<file path="src/rtl/struct_reader_pkg.sv">
`default_nettype none
// ============================================================================
// Module      : struct_reader_pkg
// Description : Types and constants shared by the struct_t producer/consumer
//               path: the beat struct, default field offsets, checker states.
// Revision    : 1.0 - initial release
// ============================================================================
package struct_reader_pkg;

    // Field layout driven by the producer side
    typedef struct packed {
        int val100;
        int val200;
    } struct_t;

    // Default offsets the producer adds to value
    localparam int OFF_A_DEF = 100;
    localparam int OFF_B_DEF = 200;

    // Checker verdict state machine
    typedef enum logic [1:0] {
        IDLE = 2'd0,
        RUN  = 2'd1,
        DONE = 2'd2,
        FAIL = 2'd3
    } state_e;

endpackage : struct_reader_pkg
`default_nettype wire

</file>
<file path="src/rtl/struct_reader_fifo.sv">
`default_nettype none
// ============================================================================
// Module      : struct_reader_fifo
// Description : DEPTH-entry 32-bit synchronous FIFO with registered head
//               outputs. A push that cannot be stored is reported on drop.
// Revision    : 1.0 - initial release
// ============================================================================
module struct_reader_fifo #(
    parameter int DEPTH = 4
) (
    input  logic        clk,
    input  logic        rst_n,
    input  logic        push,
    input  logic [31:0] push_data,
    input  logic        pop_req,
    output logic        rd_valid,
    output logic [31:0] rd_value,
    output logic        full,
    output logic        drop
);

    localparam int            AW     = $clog2(DEPTH);
    localparam logic [AW:0]   C_FULL = (AW + 1)'(DEPTH);

    logic [31:0]   mem_q [DEPTH];
    logic [AW-1:0] wr_ptr_q, wr_ptr_d;
    logic [AW-1:0] rd_ptr_q, rd_ptr_d;
    logic [AW:0]   count_q, count_d;
    logic          rd_valid_q, rd_valid_d;
    logic [31:0]   rd_value_q, rd_value_d;
    logic          do_push, do_pop;
    logic [31:0]   head_d;

    // Pointer/occupancy update and next head selection; a push into the slot
    // that becomes the head must bypass the storage array.
    always_comb begin
        do_pop   = rd_valid_q && pop_req;
        full     = (count_q == C_FULL);
        do_push  = push && (!full || do_pop);
        drop     = push && full && !do_pop;
        wr_ptr_d = do_push ? wr_ptr_q + AW'(1) : wr_ptr_q;
        rd_ptr_d = do_pop  ? rd_ptr_q + AW'(1) : rd_ptr_q;
        count_d  = count_q;
        case ({do_push, do_pop})
            2'b10:   count_d = count_q + (AW + 1)'(1);
            2'b01:   count_d = count_q - (AW + 1)'(1);
            default: count_d = count_q;
        endcase
        if (do_push && (wr_ptr_q == rd_ptr_d)) begin
            head_d = push_data;
        end else begin
            head_d = mem_q[rd_ptr_d];
        end
        rd_valid_d = (count_d != '0);
        rd_value_d = rd_valid_d ? head_d : rd_value_q;
    end

    // Storage array; contents are don't-care while unoccupied
    always_ff @(posedge clk) begin
        if (do_push) begin
            mem_q[wr_ptr_q] <= push_data;
        end
    end

    // Control and head registers
    always_ff @(posedge clk) begin
        if (!rst_n) begin
            wr_ptr_q   <= '0;
            rd_ptr_q   <= '0;
            count_q    <= '0;
            rd_valid_q <= 1'b0;
            rd_value_q <= '0;
        end else begin
            wr_ptr_q   <= wr_ptr_d;
            rd_ptr_q   <= rd_ptr_d;
            count_q    <= count_d;
            rd_valid_q <= rd_valid_d;
            rd_value_q <= rd_value_d;
        end
    end

    assign rd_valid = rd_valid_q;
    assign rd_value = rd_value_q;

endmodule : struct_reader_fifo
`default_nettype wire

</file>
<file path="src/rtl/struct_reader.sv">
`default_nettype none
// ============================================================================
// Module      : struct_reader
// Description : Consumer-side self-checker for the struct_t path. Checks each
//               accepted beat against value+offset, counts mismatches, queues
//               values for a downstream reader and flags a verdict.
// Revision    : 1.0 - initial release
// ============================================================================
module struct_reader
    import struct_reader_pkg::*;
#(
    parameter int DEPTH     = 4,
    parameter int OFF_A     = OFF_A_DEF,
    parameter int OFF_B     = OFF_B_DEF,
    parameter int ERR_W     = 8,
    parameter int RUN_BEATS = 20
) (
    input  logic             clk,
    input  logic             rst_n,
    input  logic             in_valid,
    input  logic [31:0]      in_value,
    input  logic [31:0]      in_val100,
    input  logic [31:0]      in_val200,
    input  logic             rd_ready,
    output logic             rd_valid,
    output logic [31:0]      rd_value,
    output logic [ERR_W-1:0] err_count,
    output logic             overflow,
    output logic             done,
    output logic             fail
);

    localparam int               BW        = $clog2(RUN_BEATS + 1);
    localparam logic [BW-1:0]    C_BEATS   = BW'(RUN_BEATS);
    localparam logic [ERR_W-1:0] C_ERR_MAX = {ERR_W{1'b1}};

    state_e           state_q, state_d;
    logic [BW-1:0]    beat_q, beat_d;
    logic [ERR_W-1:0] err_q, err_d;
    logic             overflow_q, overflow_d;
    logic             done_q, done_d;
    logic             fail_q, fail_d;
    struct_t          beat_s;
    logic [31:0]      exp_a, exp_b;
    logic             accept, mism;
    logic             fifo_full, fifo_drop;

    // Field check, saturating error count, beat counter and verdict
    always_comb begin
        beat_s.val100 = in_val100;
        beat_s.val200 = in_val200;
        exp_a  = in_value + 32'(OFF_A);
        exp_b  = in_value + 32'(OFF_B);
        accept = in_valid && ((state_q == IDLE) || (state_q == RUN));
        mism   = ($unsigned(beat_s.val100) != exp_a) ||
                 ($unsigned(beat_s.val200) != exp_b);
        err_d   = err_q;
        beat_d  = beat_q;
        state_d = state_q;
        if (accept) begin
            if (mism && (err_q != C_ERR_MAX)) begin
                err_d = err_q + ERR_W'(1);
            end
            beat_d  = beat_q + BW'(1);
            state_d = RUN;
            if (beat_d == C_BEATS) begin
                state_d = (err_d != '0) ? FAIL : DONE;
            end
        end
        overflow_d = overflow_q || fifo_drop;
        done_d     = (state_d == DONE);
        fail_d     = (state_d == FAIL);
    end

    // Checker state and registered status outputs
    always_ff @(posedge clk) begin
        if (!rst_n) begin
            state_q    <= IDLE;
            beat_q     <= '0;
            err_q      <= '0;
            overflow_q <= 1'b0;
            done_q     <= 1'b0;
            fail_q     <= 1'b0;
        end else begin
            state_q    <= state_d;
            beat_q     <= beat_d;
            err_q      <= err_d;
            overflow_q <= overflow_d;
            done_q     <= done_d;
            fail_q     <= fail_d;
        end
    end

    struct_reader_fifo #(
        .DEPTH (DEPTH)
    ) u_fifo (
        .clk       (clk),
        .rst_n     (rst_n),
        .push      (accept),
        .push_data (in_value),
        .pop_req   (rd_ready),
        .rd_valid  (rd_valid),
        .rd_value  (rd_value),
        .full      (fifo_full),
        .drop      (fifo_drop)
    );

    assign err_count = err_q;
    assign overflow  = overflow_q;
    assign done      = done_q;
    assign fail      = fail_q;

endmodule : struct_reader
`default_nettype wire
</file>
<file path="config.mk">
export PLATFORM = sky130hd
export DESIGN_NAME = struct_reader
export DESIGN_NICKNAME = d
export VERILOG_FILES = /design/src/rtl/struct_reader_pkg.sv /design/src/rtl/struct_reader_fifo.sv /design/src/rtl/struct_reader.sv
export SDC_FILE = /design/constraint.sdc
export NUM_CORES = 1
export LEC_CHECK = 0
export CAP_MARGIN = 20
export CORE_MARGIN = 2
export CORE_UTILIZATION = 49
export CTS_CLUSTER_SIZE = 10
export DETAILED_ROUTE_END_ITERATION = 8
export PLACE_DENSITY = 0.87
export SLEW_MARGIN = 20
export SYNTH_ARGS = -nofsm -noshare
export SYNTH_HDL_FRONTEND = slang
export SYNTH_SLANG_ARGS = --single-unit
</file>
<file path="constraint.sdc">
create_clock -name clk -period 3.2 [get_ports clk]
set_input_delay 0.48 -clock clk [delete_from_list [all_inputs] [get_ports clk]]
set_output_delay 0.48 -clock clk [all_outputs]
set_load 0.01 [all_outputs]
</file>
==> flow_metrics.tcl, run 1 <==
set metrics [dict create \
    status "finished with violations" \
    failed_checks "setup timing" \
    final.period_utilization 1.005 \
    crit_slowest_cell "or4_4" \
    power.internal_mw 5.306 \
    yosys-top-cells-area "edfxtp_1 (42%), dfxtp_1 (13%), mux4_2 (7.8%)" \
    worstPathCellList "buf_8, buf_6, ha_4, a211o_1, nand4_1, buf_6, nor2_4, xnor2_2, or4_4, nor4_4, nand4_4, and3_4, o2111a_1, a31oi_2, and2_1" \
    place.gp.congestion 0.9653 \
    met3WireLength_um 1535 \
    drv_cap 0 \
    synth_ff_type "edfxtp_1" \
    start_util 0.4971 \
    place_inst 1233 \
    routed_wl_um 25950 \
    clk_pin_slew_ns 0.07 \
    cpMostUsedCell "buf_6" \
    final_common_cell "buf_4" \
    worstMarginPinSlew_ns 0.5405 \
    slew_headroom 0.6304 \
    pwr-share-comb 0.329 \
    syn_avg_cell_area_sq_um 12.14 \
    vias 7306 \
    nets 1147 \
    htreeDepth 4 \
    vdd_drop_max_mv 0.3692 \
    rows 50 \
    cts_max_path_buffers 2 \
    pwr-share-seq 0.403 \
    dp_slack_ns -1.039 \
    power_density_nw_per_um2 590.9 \
    top_layer "met4" \
    synthArstFlopShare 0 \
    drt-vias-per-instance 5.694 \
    fin_cells 1283 \
    power.share.clock 0.267 \
    fin_skew_ns 0.009492 \
    die-area_sq_um 19960 \
    layout.cells.most_common_list "buf_4 (138), edfxtp_1 (128), clkdlybuf4s50_1 (105)" \
    grt_pass1_wl_um 40010 \
    pin_count 144 \
    holdBufCountCts 0 \
    root_buffer "clkbuf_16" \
    dp_hpwl_um 18490 \
    cp-end-kind "flip-flop" \
    drt_iter0_markers 630 \
    fin_ws_ns -0.01599 \
    cts_buffers 17 \
    yosys_warnings 0 \
    syn_to_final_growth_pct 38.53 \
    synth_seq_cells 186 \
    synth_area_sq_um 9236 \
    ant_nets 0 \
    path_max_fanout 7 \
    synthDistinctLibCells 62 \
    required_ns 3.58 \
    grt_max_degree 35 \
    first_pass_iters 7 \
    drive_above_1_share 0.2576 \
    cpPeakStageDelay_ns 0.53 \
    p_switching_mw 2.254 \
    report.final.hold_viol_count 0 \
    max_freq_mhz 310.9 \
    p_sw_frac 0.2982 \
    die_h_um 141.3 \
    cts_tree "yes" \
    grt_pass1_vias 7150 \
    arrival_ns 3.59 \
    synth_top_area_frac 0.4161 \
    cts_sinks 186 \
    drv_slew 0 \
    period_needed_ns 3.216 \
    hp-class "primary input to flip-flop" \
    setup_viol 2 \
    synth_edf_count 128 \
    clock_latency_ns 0.44 \
    rsz0062_at_grt "true" \
    drc 0 \
    yosys.area.top_type "edfxtp_1" \
    wl_met2_um 12950 \
    fillers 1303 \
    antenna_found_initial 1 \
    leakage_nw 4.814 \
    fp.coreArea_sq_um 18580 \
    drt-met1-wl_um 11010 \
    cp-start-kind "primary input" \
    port_buffers 143 \
    synthCells 761 \
    path_class "primary input to flip-flop" \
    die_w_um 141.3 \
    grtUsageTotal 0.2648 \
    yosysSeqAreaShare 0.5419 \
    syn_nets 873 \
    grt-ovfl-total 0 \
    wl_per_cell_um 20.22 \
]
[routing by layer]
layer	GRT usage	vias up
li1	-	3393
met1	0.3616	3579
met2	0.4377	296
met3	0.04759	38
met4	0.07737	0
met5	0	-
[synth_stat cells, types with 4 or more instances]
cell / count
mux2i_1: 35
nor4_1: 4
nor2_1: 43
nand3_1: 25
clkbuf_1: 26
a21oi_1: 10
nor3_1: 19
ha_1: 11
nand4_1: 23
or3_1: 8
buf_2: 9
o211ai_1: 6
and3_1: 7
nand2b_1: 7
edfxtp_1: 128
and2_1: 9
dfxtp_1: 58
mux4_2: 32
or4_1: 6
inv_1: 17
xnor2_1: 60
nand2_1: 74
a31oi_1: 7
xor2_1: 38
o21ai_0: 41
[flip-flops by register name, summed over array words and instances (netlist names)]
| name | cells |
|---|---|
| state_q | 2 |
| u_fifo.rd_valid | 1 |
| u_fifo.count_q | 3 |
| fail | 1 |
| u_fifo.rd_ptr_q | 2 |
| overflow | 1 |
| u_fifo.rd_value | 32 |
| done | 1 |
| beat_q | 5 |
| err_count | 8 |
| u_fifo.mem_q | 128 |
| u_fifo.wr_ptr_q | 2 |
[logic make-up (layout without fill, tap and decap cells)]
group / after synthesis / count (layout) / synth area share
simple gates: 246 / 246 / 0.1372
flops: 186 / 186 / 0.5419
compound gates: 98 / 98 / 0.07098
xor+xnor: 98 / 98 / 0.09293
mux: 67 / 67 / 0.1160
buf+inv: 54 / 341 / 0.02398
fa+ha+maj: 12 / 12 / 0.01707
other cells: 0 / 1 / 0
[through the flow]
| step | power (mW) | hold WS [ns] | instance area [sq um] | utilization | setup TNS, ns |
|---|---|---|---|---|---|
| 2_1_floorplan | 4.471 | 0.4787 | 9236 | - | 0 |
| 5_1_grt | 7.903 | 0.3172 | 12790 | 0.6886 | -0.1793 |
| 3_3_place_gp | 5.487 | 0.4371 | 11880 | 0.6392 | -9.102 |
| 6_report | 7.560 | 0.3327 | 12790 | 0.6886 | -0.02634 |
| 3_5_place_dp | 5.547 | 0.4435 | 11880 | 0.6392 | -9.854 |
| 4_1_cts | 7.575 | 0.3343 | 12640 | 0.6804 | 0 |
[path summary, 6_finish.rpt]
| kind | start | to | slack, ns | cells after the start |
|---|---|---|---|---|
| hold / removal | in_value[11] | u_fifo.mem_q[1][11] | 0.33 | 1 |
| hold reg to reg | u_fifo.rd_value[1] | u_fifo.rd_value[1] | 0.45 | 2 |
| setup reg to reg | state_q[1] | u_fifo.rd_value[2] | 0.70 | 14 |
| setup / recovery | in_value[4] | state_q[0] | -0.02 | 15 |
[power by group through the flow]
stage / Sequential (mW) / Clock, mW / Combinational (mW)
2_1_floorplan: 3.14 / 0 / 1.33
3_3_place_gp: 3.08 / 0 / 2.41
3_5_place_dp: 3.10 / 0 / 2.45
4_1_cts: 3.05 / 2.04 / 2.49
5_1_grt: 3.08 / 2.14 / 2.68
6_report: 3.05 / 2.02 / 2.49
[critical path: cells and delay by family]
family,cells,cell delay (ns)
compound gates,3,0.81
xor+xnor,1,0.12
fa+ha+maj,1,0.15
buf+inv,3,0.37
simple gates,7,1.66
[area by class of cell]
| class | instances | area, sq um | area share |
|---|---|---|---|
| sequential | 186 | 5005 | 0.3912 |
| timing repair buffer | 292 | 2556 | 0.1998 |
| multi-input combinational | 521 | 4313 | 0.3371 |
| tap | 234 | 292.8 | 0.02288 |
| inverter | 17 | 63.81 | 0.004987 |
| clock buffer | 27 | 530.5 | 0.04146 |
| antenna | 1 | 2.502 | 0.0001956 |
| clock inverter | 5 | 31.28 | 0.002445 |
[what timing repair did]
item / in CTS / in global routing
setup endpoints to repair: 11 / 10
gates cloned: 1 / 0
setup buffers: 11 / 6
resized for setup: 93 / 57
pin swaps: 36 / 24
Power figures use the tool's default switching activity.
==> inputs of run 2 (changes only) <==
Settings changed: CAP_MARGIN 20 to 0, CORE_UTILIZATION 49 to 56, DONT_BUFFER_PORTS set to 1, PLACE_DENSITY 0.87 to 0.84.
==> run 2 against run 1 <==
The flow now finishes without violations. Worst hold slack worse by 0.20 ns. Clock skew about the same. Routed wire length fell by 8.0%. Final area decreased by 18%. First-iteration DRC count grew 4.4%. Count of clock-buffer cells in the layout fell by 10. Via count decreased by 12%. Largest cell class unchanged. Largest power group unchanged.
==> flow_metrics.tcl, run 2 (synthesis results as in run 1) <==
set metrics [dict create \
    layout.cells.most_common_list "edfxtp_1 (128), nand2_1 (74), xnor2_1 (60)" \
    hp-class "primary input to flip-flop" \
    vdd_drop_max_mv 0.4189 \
    crit_slowest_cell "or4_1" \
    root_buffer "clkbuf_16" \
    grt_pass1_vias 6471 \
    fin_ws_ns 0.05072 \
    cts_tree "yes" \
    report.final.hold_viol_count 0 \
    nets 914 \
    syn_to_final_growth_pct 13.93 \
    die_h_um 132.4 \
    required_ns 3.53 \
    drv_cap 0 \
    fin_skew_ns 0.009100 \
    cts_buffers 17 \
    setup_viol 0 \
    drt-vias-per-instance 6.248 \
    place.gp.congestion 0.9099 \
    final_common_cell "edfxtp_1" \
    fin_area_sq_um 10520 \
    path_buf_inv 1 \
    dp_hpwl_um 17120 \
    power_density_nw_per_um2 675.8 \
    htreeDepth 4 \
    postPlaceCellArea_sq_um 9849 \
    routed_wl_um 23860 \
    grtUsageTotal 0.2742 \
    slew_headroom 0.4624 \
    critPathTopFamily "simple AND/OR/NAND/NOR gates" \
    arrival_ns 3.48 \
    final.period_utilization 0.9842 \
    status "completed" \
    power.total_mw 7.111 \
    first_pass_iters 8 \
    worstPathCellList "ha_1, a211oi_2, buf_4, or4_1, o21a_1, nor3_2, o211ai_1, nor4_2, nand4_4, nand4_1, mux2i_2, a31oi_2, and2_1" \
    cts_sinks 186 \
    antenna_found_initial 0 \
    cp-end-kind "flip-flop" \
    largest_reg_flops 128 \
    largest-register "u_fifo.mem_q" \
    port_buffers 0 \
    holdBufCountCts 0 \
    cp-start-kind "primary input" \
    leakage_nw 3.745 \
    path_max_fanout 12 \
    wl_per_cell_um 23.14 \
    diodes 0 \
    path_class "primary input to flip-flop" \
    cts_max_path_buffers 2 \
    pin_count 144 \
    drt_iter0_markers 658 \
    grt_pass1_wl_um 36380 \
    drc 0 \
    clock_latency_ns 0.44 \
    drv_slew 0 \
    grt_max_degree 35 \
    clk_pin_slew_ns 0.08 \
    final_core_util 0.6576 \
    die-area_sq_um 17540 \
    dp_slack_ns -0.5761 \
    vias 6442 \
    post-cts-setup-buffers 0 \
    holdWs_ns 0.1327 \
    max_freq_mhz 317.5 \
    worstMarginPinSlew_ns 0.8047 \
    start_util 0.5773 \
    grt-ovfl-total 0 \
    drive_above_1_share 0.1816 \
    die_w_um 132.4 \
    rows 46 \
    fp.coreArea_sq_um 16000 \
    ant_nets 0 \
    period_needed_ns 3.149 \
    cpPeakStageDelay_ns 0.53 \
]
run 2: changes by cell type in the layout (fill, tap and decap cells not counted), sizes merged, moves of 4 or more:
cell / previous run / this run
clkdlybuf4s50: 105 / 0
buf: 157 / 59
clkbuf: 35 / 17
dlygate4sd2: 16 / 0
clkdlybuf4s15: 4 / 0
inv: 20 / 24
run 2: final cells by class:
cell class	count	area [sq um]
clock buffer	17	425.4
clock inverter	15	180.2
fill	1220	5478
inverter	17	63.81
multi-input combinational	521	4123
sequential	186	5005
tap	216	270.3
timing repair buffer	59	455.4
run 2: final timing paths:
path	endpoint	slack, ns	depth (start not counted)	startpoint
setup / recovery	state_q[0]	0.05	13	in_value[3]
hold / removal	u_fifo.mem_q[1][28]	0.13	0	in_value[28]
setup reg to reg	u_fifo.rd_value[23]	0.50	14	u_fifo.rd_valid
hold reg to reg	u_fifo.rd_value[7]	0.51	2	u_fifo.rd_value[7]
run 2: layer usage:
metal	wire length, um	vias to the layer above	track usage
li1	-	2919	-
met1	9726	3196	0.3510
met2	11730	281	0.4516
met3	1753	46	0.07625
met4	651	0	0.09618
met5	0	-	0
run 2: what timing repair did:
item,4_1_cts,5_1_grt
gates resized for setup,1,11
endpoints found under the setup margin,8,9
cloned,0,0
pin swaps,0,4
run 2: power breakdown:
group          total (mW)  leakage, nW  switching [mW]  internal [mW]
combinational        1.82         1.80           0.978          0.839
sequential           3.14         1.65           0.232           2.91
clock                2.16        0.292           0.975           1.18
total                7.11         3.75            2.18           4.93
run 2: metrics by stage:
step,std cells,TNS (ns)
after floorplan,761,0
after global placement,999,-5.205
after detailed placement,999,-5.099
after CTS,1031,0
after global routing,1031,-0.02501
final,1031,0
==> inputs of run 3 (changes only) <==
Settings changed: PLACE_DENSITY 0.84 to 0.74.
==> run 3 against run 2 <==
Worst hold slack improved by 0.016 ns. Critical path depth shrank 1. First-iteration DRC count decreased by 24%. Final cell count rose by 0.19%. Register-to-register slack gained 0.08 ns. Clock skew decreased by 0.0021 ns. Power down 0.83%. Routed wire length shrank 1.1%. Utilization decreased by 0.19 points.
==> flow_metrics.tcl, run 3 (synthesis results as in run 1) <==
set metrics [dict create \
    status "completed" \
    holdBufCountCts 0 \
    arrival_ns 3.45 \
    crit_cells 12 \
    required_ns 3.57 \
    met3WireLength_um 1845 \
    pin_count 144 \
    crit_slowest_cell "or4_4" \
    worstMarginPinSlew_ns 0.8055 \
    p_switching_mw 2.104 \
    grtUsageTotal 0.2770 \
    wl_met2_um 11770 \
    r2r_cells 14 \
    critPathTopFamily "simple AND/OR/NAND/NOR gates" \
    path_max_fanout 12 \
    drt-vias-per-instance 6.284 \
    routed_wl_um 23600 \
    period_needed_ns 3.083 \
    hp-class "primary input to flip-flop" \
    grt-ovfl-total 0 \
    path_buf_inv 1 \
    rows 46 \
    power.internal_mw 4.948 \
    rr_startpoint "u_fifo.rd_valid" \
    drive_above_1_share 0.1763 \
    worstPathCellList "nand4_1, buf_4, or4_4, nor2_1, xnor2_1, or4_4, nor4_4, nand4_4, and3_1, o2111a_1, a31oi_1, and2_1" \
    final.period_utilization 0.9634 \
    drt-met1-wl_um 9343 \
    grt_pass1_wl_um 37080 \
    top_layer "met4" \
    layout.cells.most_common_list "edfxtp_1 (128), nand2_1 (74), xnor2_1 (60), buf_4 (60), dfxtp_1 (58)" \
    grt_max_degree 21 \
    cpPeakStageDelay_ns 0.53 \
    drt_iter0_markers 502 \
    largest_reg_flops 128 \
    max_freq_mhz 324.4 \
    dp_hpwl_um 17190 \
    crit_end "state_q[0]" \
    root_buffer "clkbuf_16" \
    fp.coreArea_sq_um 16000 \
    place.gp.congestion 0.9170 \
    power_density_nw_per_um2 672.1 \
    wl_per_cell_um 22.85 \
    clk_pin_slew_ns 0.06 \
    start_util 0.5773 \
    cts_sinks 186 \
    p_sw_frac 0.2984 \
    nets 916 \
    diodes 0 \
    power.total_mw 7.052 \
    largest-register "u_fifo.mem_q" \
    grt_pass1_vias 6606 \
    cp-start-kind "primary input" \
    ant_nets 0 \
    cts_tree "yes" \
    postPlaceCellArea_sq_um 9857 \
    final_core_util 0.6558 \
    cts_buffers 17 \
    die_h_um 132.4 \
    cp-startpoint "in_value[22]" \
    report.final.hold_viol_count 0 \
    port_buffers 0 \
    vdd_drop_max_mv 0.4141 \
    fin_skew_ns 0.006980 \
    drc 0 \
    path_class "primary input to flip-flop" \
    vias 6491 \
    fillers 1226 \
    cpMostUsedCell "or4_4" \
    drv_slew 0 \
    die-area_sq_um 17540 \
    setup_viol 0 \
    clock_latency_ns 0.42 \
    drv_cap 0 \
    cp-end-kind "flip-flop" \
    holdWs_ns 0.1488 \
    antenna_found_initial 0 \
    htreeDepth 4 \
    fin_setup_tns_ns 0 \
    power.share.clock 0.295 \
    rsz0062_at_grt "false" \
    cts_max_path_buffers 2 \
    die_w_um 132.4 \
    pwr-share-seq 0.445 \
    fin_area_sq_um 10490 \
    leakage_nw 3.744 \
    slew_headroom 0.4619 \
    syn_to_final_growth_pct 13.60 \
    pwr-share-comb 0.260 \
    r2r_slack_ns 0.58 \
    r2r-end "u_fifo.rd_value[3]" \
    final_common_cell "edfxtp_1" \
    first_pass_iters 6 \
]
[run 3: how the worst min path moves through the flow]
stage	to	slack, ns	from	depth (start not counted)
finish	u_fifo.mem_q[2][15]	0.15	in_value[15]	0
global route	u_fifo.mem_q[0][1]	0.13	in_value[1]	0
CTS	u_fifo.mem_q[1][0]	0.14	in_value[0]	0
detailed placement	u_fifo.rd_value[7]	0.50	u_fifo.rd_value[7]	2
global placement	u_fifo.rd_value[0]	0.49	u_fifo.rd_value[0]	2
floorplan	beat_q[4]	0.48	beat_q[4]	2
[run 3: per-stage QoR]
stage                     std cells  worst slack [ns]
after global routing           1033           0.02987
after CTS                      1032          0.007535
after detailed placement       1000           -0.3779
after floorplan                 761           0.01122
after global placement         1000           -0.3701
final                          1033            0.1172
[run 3: cell type report]
class,instances,area (sq um),area share
Clock buffer,20,446.7,0.04257
Clock inverter,12,138.9,0.01324
Inverter,17,63.81,0.006082
Multi-Input combinational cell,521,4098,0.3905
Sequential cell,186,5005,0.4770
Tap cell,216,270.3,0.02576
Timing Repair Buffer,61,470.5,0.04484
[run 3: what timing repair did]
action                                  4_1_cts  5_1_grt
pin swaps                                     1        6
buffers inserted                              0        1
endpoints found under the setup margin        1       10
gates resized for setup                       2        6
[run 3: power by group through the flow]
stage | clock network, mW | registers, mW | logic [mW]
after global routing | 2.20 | 3.17 | 2.01
final | 2.08 | 3.13 | 1.84
after detailed placement | 0 | 3.19 | 1.83
after global placement | 0 | 3.17 | 1.80
after floorplan | 0 | 3.14 | 1.33
after CTS | 2.11 | 3.14 | 1.85
[run 3: layer usage]
layer,vias to the layer above,global-route usage
met5,-,0
met4,0,0.1027
met3,41,0.06054
met1,3246,0.3547
li1,2925,-
met2,279,0.4655
